**config.mk**
```make
export PLATFORM = sky130hd
export DESIGN_NAME = alu_multicycle
export DESIGN_NICKNAME = d
export VERILOG_FILES = /design/src/rtl/alu_multicycle.sv
export SDC_FILE = /design/constraint.sdc
export NUM_CORES = 1
export LEC_CHECK = 0
export BUFFER_PORTS_ARGS = -buffer_cell sky130_fd_sc_hd__buf_4
export CAP_MARGIN = 20
export CORE_ASPECT_RATIO = 1.2
export CORE_MARGIN = 2
export CORE_UTILIZATION = 55
export CTS_CLUSTER_SIZE = 14
export DETAILED_ROUTE_END_ITERATION = 6
export PLACE_DENSITY = 0.74
export SLEW_MARGIN = 20
export SYNTH_ARGS = -nofsm -noshare
export SYNTH_HDL_FRONTEND = slang
export SYNTH_SLANG_ARGS = --single-unit
```
**constraint.sdc**
```tcl
create_clock -name clk_i -period 4.4 [get_ports clk_i]
set_input_delay 0.44 -clock clk_i [delete_from_list [all_inputs] [get_ports clk_i]]
set_output_delay 0.44 -clock clk_i [all_outputs]
set_load 0.02 [all_outputs]
```
**src/rtl/alu_multicycle.sv**
```systemverilog
// alu_multicycle: execute-stage ALU, single-cycle ops plus iterative shift-add MUL
module alu_multicycle #(
  parameter int WIDTH = 32,
  localparam int SHW = $clog2(WIDTH)
) (
  input  logic             clk_i,
  input  logic             rst_i,
  input  logic             start_i,
  input  logic [2:0]       ALUCtrl_i,
  input  logic [WIDTH-1:0] data1_i,
  input  logic [WIDTH-1:0] data2_i,
  input  logic             flush_i,
  output logic [WIDTH-1:0] data_o,
  output logic             valid_o,
  output logic             busy_o
);
  typedef enum logic {IDLE, MUL} state_t;
  state_t state;
  logic [WIDTH-1:0] mcand, mplier, acc, acc_nxt, alu_res;
  logic [SHW-1:0] cnt, shamt;
  assign busy_o = state == MUL;
  assign shamt = data2_i[SHW-1:0];
  assign acc_nxt = acc + (mplier[0] ? mcand : '0);
  always_comb begin
    alu_res = '0;
    case (ALUCtrl_i)
      3'b000: alu_res = data1_i + data2_i;
      3'b001: alu_res = data1_i - data2_i;
      3'b010: alu_res = data1_i & data2_i;
      3'b011: alu_res = data1_i ^ data2_i;
      3'b100: alu_res = data1_i << shamt;
      3'b101: alu_res = $signed(data1_i) >>> shamt;
      default: alu_res = '0;
    endcase
  end
  // flush overrides both a pending accept and an in-flight multiply, including its final edge
  always_ff @(posedge clk_i or negedge rst_i)
    if (!rst_i) begin
      state <= IDLE;
      data_o <= '0;
      valid_o <= 1'b0;
      mcand <= '0;
      mplier <= '0;
      acc <= '0;
      cnt <= '0;
    end else begin
      valid_o <= 1'b0;
      if (state == IDLE) begin
        if (start_i && !flush_i) begin
          if (ALUCtrl_i == 3'b110) begin
            mcand <= data1_i;
            mplier <= data2_i;
            acc <= '0;
            cnt <= '0;
            state <= MUL;
          end else begin
            data_o <= alu_res;
            valid_o <= 1'b1;
          end
        end
      end else if (flush_i) begin
        state <= IDLE;
      end else begin
        acc <= acc_nxt;
        mcand <= mcand << 1;
        mplier <= mplier >> 1;
        cnt <= cnt + 1'b1;
        if (cnt == SHW'(WIDTH - 1)) begin
          data_o <= acc_nxt;
          valid_o <= 1'b1;
          state <= IDLE;
        end
      end
    end
endmodule

```
==> metrics, run 1 <==
crit path max fanout=3; Max-Cap Viols=0; Layout area overhead=16.7%; leakage=roughly 7.7 nW; drt total wl=51800 µm; Data arrival, critical path=4.62 ns; initial core utilization=55.4%; Req. time, crit path=~4.7 ns; RSZ-0062 raised after global routing=yes; Final Wtd Congestion=1.00; worst slew pin tran=between 1 and 1.5 ns; critical path depth=15; Cell Rows=65; Inserted Clock Buffers=17; Root Driver=clkbuf_16; CP delay by family, top=simple AND/OR/NAND/NOR gates; Die H=182 µm; reg2reg path depth=13; r2r endpoint=acc[31]; initial antenna violation count=0; Total GRT Usage=37.2%; DR WL/cell=23.3 µm; Hold Crit Class=in2async; die area=27600 µm²; I/O pin cnt=105; later-pin clock latency in the skew report=0.44 ns; TritonCTS clock tree=built; Post-synth EDFFs=0; overall power=around 5.0 mW; synthesized area=14500 µm²; Yosys Warn Count=0; grt ovf=0; core area=between 20000 and 30000 µm²; largest net degree at the start of global routing=105; Worst setup startpoint=data2_i[3]; Buf/Inv on CP=1; first-pass GRT wire length=80300 µm; Post-DRT Antenna Nets=0; Mapped Nets=1925; DRT Pass-1 Iters=5; Worst path max stage delay=roughly 0.54 ns; final setup skew=0.00913 ns; synthesized flop and latch total=approximately 140; HPWL Detailed=about 40000 µm; post-route clock period utilization=97.6%; Peak VDD IR=between 0.2 and 0.25 mV; Final nets=2053; top_reg_cell synth=dfrtp_1; CP most frequent cell=or4_4; max-slew violation count=0; layout cell share with drive strength beyond 1=20.2%; via density per instance=6.52; Clock Sink Count=135; FMAX=0.233 GHz; sequence of cells on the critical path=buf_4 > or4_4 > or3_4 > or4_4 > o41ai_2 > xor2_1 > ha_1 > a21o_1 > a22o_1 > a221o_1 > nand2b_1 > o21a_1 > nand4_1 > mux2_2 > o32a_1; Critical Path Sink=data_o[31]; IO buf count=104; hold_buf cts=0; crit start category=input port; status=completed; sequential fraction of the synthesis area=23.3%; Iteration-0 DRC Markers=approximately 1300; H-tree levels=4; Synth cell types=73; Inserted Diodes=0; Mapped Cells=around 1800; die width=152 µm; Max Root-Sink Buffers=2; WHS=0.0684 ns; Final Hold Viols=0; Avg Inst Size Synth=8.25 µm²; DRC=0; crit end category=register; Tmin final=4.29 ns; critical setup path kind=in2reg; Reg-to-Reg Start=mplier[0]; Vias=14500; clk slew on worst S/H paths=0.06 ns; Setup Viol. Count Final=0; Worst path slowest cell=or4_4; Rel. slew slack=a little over a quarter; Async S/R FF share, synth=100%; vias in the first global route=approximately 14000; reg-to-reg slack, setup=~0.55 ns; PwrDens=299 nW/µm²
[layout make-up]
type | instances | area, µm²
tap | 335 | 419
clock buffer | 21 | 480
inverter | 22 | 82.6
fill | 2240 | 9220
timing repair buffer | 237 | 1810
clock inverter | 10 | 120
sequential | 135 | 3380
multi-input combinational | 1469 | 10600
[routing by layer]
metal  share of wire (%)  wire length (µm)  up-vias  GRT usage [%]
met1                  41             21300     6992           47.3
met3                 6.7              3470      139           5.49
met5                   0                 0        -              0
met2                  47             24200      647           61.2
met4                 5.5              2870        0           20.1
li1                    -                 -     6761              -
[worst min path at each step]
stage | start | end | slack [ns] | cells after the start
2_1_floorplan | rst_i | acc[0] | 0.14 | 0
3_3_place_gp | mplier[2] | mplier[2] | 0.46 | 2
6_report | rst_i | mplier[4] | 0.07 | 1
5_1_grt | rst_i | mplier[4] | 0.15 | 1
3_5_place_dp | mplier[13] | mplier[13] | 0.47 | 2
4_1_cts | rst_i | mplier[4] | 0.1 | 1
[flip-flops by register name, indices dropped and copies added, names as in the netlist]
signal	cells
mplier	32
busy_o	1
acc	32
valid_o	1
cnt	5
data_o	32
mcand	32
[layout by cell type (no fill, tap or decap), types with 22 or more instances in the layout]
cell type / Yosys / layout
a211oi_1: 31 / 30
dfrtp_1: 135 / 134
nand2_1: 237 / 237
xor2_1: 48 / 48
mux2i_1: 160 / 160
mux2_2: 42 / 42
xnor2_1: 31 / 31
nor2_1: 120 / 120
mux4_2: 34 / 34
ha_1: 98 / 98
o21ai_0: 178 / 171
nand3_1: 22 / 22
buf_4: 0 / 234
a21o_1: 32 / 32
and2_1: 40 / 40
a21oi_1: 110 / 108
a31oi_1: 40 / 39
[repair_timing]
item / CTS / global route
gates resized for setup: 0 / 19
endpoints found under the setup margin: 0 / 13
hold endpoints to repair: 0 / 0
setup buffers: 0 / 1
[synthesized netlist by cell type (all sizes together), types with 19 or more instances]
master	instances	area, µm²
a211oi	31	233
a21o	32	240
a21oi	110	551
a31oi	40	250
and2	40	250
buf	23	106
clkbuf	105	394
dfrtp	135	3380
ha	98	1230
inv	22	82.6
mux2	42	473
mux2i	160	1600
mux4	34	766
nand2	237	890
nand3	22	110
nor2	120	450
o211ai	20	150
o21ai	178	891
o22ai	19	119
xnor2	32	288
xor2	48	420
[metrics by stage]
step	setup slack [ns]	instance area, µm²	TNS (ns)	std cells	utilization (%)
floorplan	-0.235	14500	-0.312	1754	-
global placement	-0.379	16200	-3.86	2197	62.1
detailed placement	-0.434	16200	-5.02	2197	62.1
CTS	0.0157	16800	0	2228	64.4
global route	-0.0221	16900	-0.0347	2229	64.7
finish	0.106	16900	0	2229	64.7
[power by group]
group / internal [mW] / leakage (nW) / switching (mW)
combinational: 0.832 / 5.64 / 1.13
sequential: 1.45 / 1.72 / 0.150
clock: 0.893 / 0.292 / 0.587
total: 3.17 / 7.66 / 1.87
[logic make-up (layout without fill, tap and decap cells)]
kind of cell | Yosys count | in the layout | synth area share, %
AO/OA/AOI/OAI | 541 | 541 | 23.4
flip-flops | 135 | 135 | 23.3
adder cells (fa/ha/maj) | 100 | 100 | 8.75
multiplexers | 236 | 236 | 19.6
AND/OR/NAND/NOR | 512 | 512 | 16.0
buffers and inverters | 150 | 290 | 4.03
XOR/XNOR | 80 | 80 | 4.89
(Power assumes the default switching activity.)
==> run 2: changes to the inputs <==
==> constraint.sdc (replaced) <==
create_clock -name clk_i -period 4.4 [get_ports clk_i]
set_input_delay 0 -clock clk_i [delete_from_list [all_inputs] [get_ports clk_i]]
set_output_delay 0 -clock clk_i [all_outputs]
set_load 0.02 [all_outputs]
==> metrics, run 2 (synthesized netlist as in run 1, its figures left out) <==
Setup Viol. Count Final=0 (unchanged); crit start category=input port; Clock Sink Count=135 (unchanged); Cell Rows=65 (unchanged); largest net degree at the start of global routing=98 (-6.7%); max-slew violation count=0 (unchanged); core area=26100 µm² (unchanged); vias in the first global route=14200 (+0.021%); Max-Cap Viols=0 (unchanged); DR WL/cell=23.5 µm (+0.96%); die width=152 µm (unchanged); Worst path max stage delay=0.56 ns (+0.02 ns); first-pass GRT wire length=80800 µm (+0.66%); later-pin clock latency in the skew report=0.45 ns (about the same); Total GRT Usage=37.4% (+0.19 points); crit path max fanout=6 (+3); Flop pwr share=31.7% (about the same); FMAX=0.238 GHz (+2.0%); post-route clock period utilization=95.6% (-2.0 points); Req. time, crit path=4.73 ns (about the same); PwrDens=297 nW/µm² (-0.44%); Buf/Inv on CP=3 (+2); Peak VDD IR=0.212 mV (-0.18%); clock share of power=30.1% (+0.8 points); Final Hold Viols=0 (unchanged); Rel. slew slack=28.0% (+1.0 points); HPWL Detailed=38800 µm (-0.95%); Switch Pwr=1.89 mW (+0.83%); I/O pin cnt=105 (unchanged); Hold Crit Class=in2reg; Data arrival, critical path=4.53 ns (-0.09 ns); leakage=7.55 nW (-1.3%); CP delay by family, top=simple AND/OR/NAND/NOR gates; most common cell after layout, fill and taps aside=nand2_1; Final nets=2047 (-0.29%); dpl ws=-0.0158 ns (+0.418 ns); combinational power share=38.2% (-0.8 points); DRT Pass-1 Iters=7 (+2); via density per instance=6.55 (+0.36%); grt ovf=0 (unchanged); Worst path slowest cell=or4_1; H-tree levels=4 (unchanged); Die H=182 µm (unchanged); area of the multi-input gates=10500 µm² (-0.52%); critical setup path kind=in2reg; Root Driver=clkbuf_16; final setup skew=0.0169 ns (+0.00778 ns); Post-DRT Antenna Nets=0 (unchanged); Setup WS post-layout=0.192 ns (+0.0859 ns); status=completed; initial antenna violation count=0 (unchanged); worst slew pin tran=1.08 ns (-0.0163 ns); Iteration-0 DRC Markers=1371 (+4.9%); Inserted Diodes=0 (unchanged); sw frac=37.5% (+0.43 points); Post-CTS Repair Setup Buffers=0 (unchanged); TritonCTS clock tree=built; Layout area overhead=16.9%; Power Internal=3.14 mW (-1.0%); Inserted Clock Buffers=17 (unchanged); register cell area after layout=3380 µm² (unchanged); sequence of cells on the critical path=dlygate4sd3_1 > buf_4 > or4_1 > nand2b_1 > or4_4 > or3_1 > o31ai_1 > xor2_1 > ha_1 > buf_4 > and3_1 > a21oi_1 > a21oi_1 > o21a_1 > nand4_1 > mux2_2 > o32a_1; die area=27600 µm² (unchanged); commonest cells after routing, fill and taps aside=nand2_1 (237), o21ai_0 (177), buf_4 (173); crit end category=register; Vias=14500 (+0.041%); Tmin final=4.21 ns (-0.0859 ns); clk slew on worst S/H paths=0.07 ns (about the same); drt total wl=52200 µm (+0.64%); DRC=0 (unchanged); initial core utilization=55.4% (unchanged); filler instances=2244 (+0.18%); RSZ-0062 raised after global routing=no; Final Wtd Congestion=1.03 (+2.3%); Max Root-Sink Buffers=2 (unchanged); IO buf count=104 (unchanged); fin util=64.8% (+0.077 points); layout cell share with drive strength beyond 1=16.3% (-3.9 points)
-- run 2: cell count changes in the layout (fill, tap and decap cells not counted), sizes merged --
| cell | delta |
|---|---|
| buf | -62 |
| dlygate4sd3 | +56 |
| clkbuf | -2 |
| bufinv | +1 |
-- run 2: per-layer routing --
metal / GRT usage [%] / wire (µm) / vias up
met5: 0 / 0 / -
met4: 19.6 / 2970 / 0
met3: 6.09 / 4010 / 168
met2: 61.4 / 24100 / 684
met1: 47.5 / 21100 / 6952
li1: - / - / 6741
-- run 2: layout make-up --
class	count	share of cell area, %
clock buffer	19	2.62
clock inverter	11	0.888
inverter	22	0.488
multi-input combinational	1469	62.3
sequential	135	20.0
tap	335	2.48
timing repair buffer	231	11.2
-- run 2: power groups by stage --
stage	Combinational, mW	Clock, mW	Sequential, mW
6_report	1.92	1.51	1.59
3_5_place_dp	1.83	0	1.61
2_1_floorplan	1.12	0	1.64
3_3_place_gp	1.80	0	1.60
4_1_cts	1.88	1.52	1.59
5_1_grt	2.08	1.57	1.62
-- run 2: repair_timing --
| action | CTS | global route |
|---|---|---|
| setup endpoints to repair | 0 | 4 |
| hold buffers | 56 | 0 |
| hold endpoints to repair | 156 | 0 |
| gates resized for setup | 0 | 3 |
-- run 2: worst paths after layout --
kind	start	endpoint	slack, ns	depth (start not counted)
worst min register to register	mplier[8]	mplier[8]	0.48	2
worst max-delay path	data2_i[14]	data_o[31]	0.19	17
min in group asynchronous	rst_i	mplier[10]	0.20	2
max in group asynchronous	rst_i	busy_o	2.95	3
worst min-delay path	start_i	cnt[3]	0.0003	3
worst max register to register	mplier[0]	acc[31]	0.62	12
-- run 2: metrics by stage --
stage                     setup TNS (ns)  hold slack (ns)  area [µm²]  instances  power (mW)
after floorplan                        0           -0.296       14500       1754        2.75
after CTS                              0          0.00975       16900       2222        4.99
after detailed placement         -0.0158            0.148       15700       2136        3.45
final                                  0         0.000297       16900       2222        5.03
after global placement                 0            0.146       15700       2136        3.40
after global routing                   0           0.0171       16900       2222        5.27
-- run 2: tightest hold or removal path, delay by kind of cell --
| family | cells | cell delay (ns) |
|---|---|---|
| and+or+nand+nor | 2 | 0.28 |
| buffers and inverters | 1 | 0.12 |
==> run 3: changes to the inputs <==
clock period = 4.8 ns   (was 4.4 ns; I/O delays follow)
==> metrics, run 3 (synthesized netlist as in run 1, its figures left out) <==
status=completed; Power Internal=2.79 mW (-11%); Post-DRT Antenna Nets=0 (unchanged); Switch Pwr=1.68 mW (-11%); Data arrival, critical path=4.87 ns (+0.34 ns); Clock Sink Count=135 (unchanged); initial antenna violation count=0 (unchanged); IO buf count=104 (unchanged); Rel. slew slack=31.3% (+3.4 points); DRC=0 (unchanged); DR WL/cell=22.9 µm (-2.5%); Max Root-Sink Buffers=2 (unchanged); initial core utilization=55.4% (unchanged); final setup skew=0.0115 ns (-0.00537 ns); H-tree levels=4 (unchanged); max-slew violation count=0 (unchanged); PwrDens=270 nW/µm² (-9.3%); I/O pin cnt=105 (unchanged); RSZ-0062 raised after global routing=no; Iteration-0 DRC Markers=1340 (-2.3%); combinational power share=38.0% (-0.2 points); reg2reg path depth=12 (unchanged); first-pass GRT wire length=78100 µm (-3.4%); Inserted Diodes=0 (unchanged); min-delay src=data1_i[29]; Vias=14300 (-1.4%); die width=152 µm (unchanged); sw frac=37.5% (+0.043 points); Inserted Clock Buffers=17 (unchanged); grt ovf=0 (unchanged); TNS Setup=0 ns (unchanged); fin util=63.5% (-1.3 points); worst slew pin tran=1.03 ns (-0.0496 ns); Final nets=2003 (-2.1%); clock share of power=29.4% (-0.7 points); Flop pwr share=32.7% (+1.0 points); Max-Cap Viols=0 (unchanged); Total GRT Usage=35.8% (-1.6 points); Cell Rows=65 (unchanged); Final Hold Viols=0 (unchanged); commonest cells after routing, fill and taps aside=nand2_1 (237), o21ai_0 (176), mux2i_1 (160); critical setup path kind=in2reg; DRT Pass-1 Iters=7 (unchanged); Layout area overhead=14.5%; Reg-to-Reg Start=mplier[0]; leakage=7.33 nW (-2.9%); Hold Crit Class=in2reg; TritonCTS clock tree=built; r2r endpoint=acc[31]; post-route clock period utilization=94.9%; Die H=182 µm (unchanged); Req. time, crit path=5.12 ns (+0.39 ns); Setup Viol. Count Final=0 (unchanged); HPWL Detailed=36700 µm (-5.3%); clk slew on worst S/H paths=0.06 ns (about the same); core area=26100 µm² (unchanged); reg-to-reg slack, setup=0.75 ns (+0.13 ns); via density per instance=6.58 (+0.55%); layout cell share with drive strength beyond 1=14.3% (-2.1 points); crit path max fanout=7 (+1); crit start category=input port; vias in the first global route=13900 (-2.2%); largest net degree at the start of global routing=111 (+13%); FMAX=0.220 GHz; die area=27600 µm² (unchanged); most common cell after layout, fill and taps aside=nand2_1; later-pin clock latency in the skew report=0.44 ns (about the same); crit end category=register; hold path cells=3 (unchanged); Peak VDD IR=0.227 mV (+7.2%); Tmin final=4.55 ns; hold endpoint=mcand[29]; Root Driver=clkbuf_16; drt total wl=49900 µm (-4.3%); Final Wtd Congestion=1.07 (+4.5%)
## run 3: how the worst max path moves through the flow
stage               slack [ns]         end       start  cells past startpoint
finish                    0.25  data_o[25]  data2_i[6]                     17
global route              0.01  data_o[31]  data2_i[6]                     18
CTS                       0.18  data_o[31]  data2_i[6]                     16
detailed placement        0.27  data_o[31]  data2_i[3]                     15
floorplan                 0.04  data_o[31]  data2_i[1]                     19
global placement          0.29  data_o[31]  data2_i[3]                     17
## run 3: metrics by stage
stage          instance area, µm²  std cells  hold slack, ns  power [mW]  setup WS [ns]
5_1_grt                     16600       2180          0.0444        4.69         0.0113
3_3_place_gp                15400       2090           0.114        3.05          0.286
3_5_place_dp                15400       2090           0.126        3.09          0.266
4_1_cts                     16500       2180          0.0138        4.44          0.175
6_report                    16600       2180          0.0212        4.47          0.245
2_1_floorplan               14500       1754          -0.296        2.52         0.0403
## run 3: final cells by class
class | count | area [µm²]
Clock buffer | 21 | 450
Clock inverter | 11 | 124
Fill cell | 2308 | 9540
Inverter | 22 | 82.6
Multi-Input combinational cell | 1469 | 10500
Sequential cell | 135 | 3380
Tap cell | 335 | 419
Timing Repair Buffer | 187 | 1570
## run 3: worst max-delay path, cell delays in order
cell and delay, ns:
dlygate4sd3_1 0.53, buf_4 0.15, or4_4 0.50, or3_4 0.37
or4_1 0.54, buf_4 0.20, o31ai_1 0.28, xor2_1 0.11
ha_1 0.41, and3_1 0.26, nand4_1 0.12, a211oi_1 0.44
o21ai_0 0.22, mux2i_1 0.24, nand2_1 0.08, a211o_1 0.31
o311ai_0 0.10
## run 3: routing by layer
metal / routed length [µm] / share of wire (%) / global-route usage, %
met1: 20400 / 41 / 45.4
met2: 22900 / 46 / 57.7
met3: 3680 / 7.4 / 6.56
met4: 2970 / 5.9 / 20.1
met5: 0 / 0 / 0
## run 3: what timing repair did
item / CTS / global route
hold buffers: 58 / 0
endpoints found under the hold margin: 156 / 0
setup endpoints to repair: 0 / 2
setup buffers: 0 / 0
resized for setup: 0 / 5
## run 3: power by group through the flow
stage	sequential, mW	combinational [mW]	clock, mW
final	1.46	1.70	1.31
after global routing	1.48	1.84	1.37
after CTS	1.46	1.66	1.33
after detailed placement	1.48	1.61	0
after global placement	1.47	1.58	0
after floorplan	1.50	1.02	0
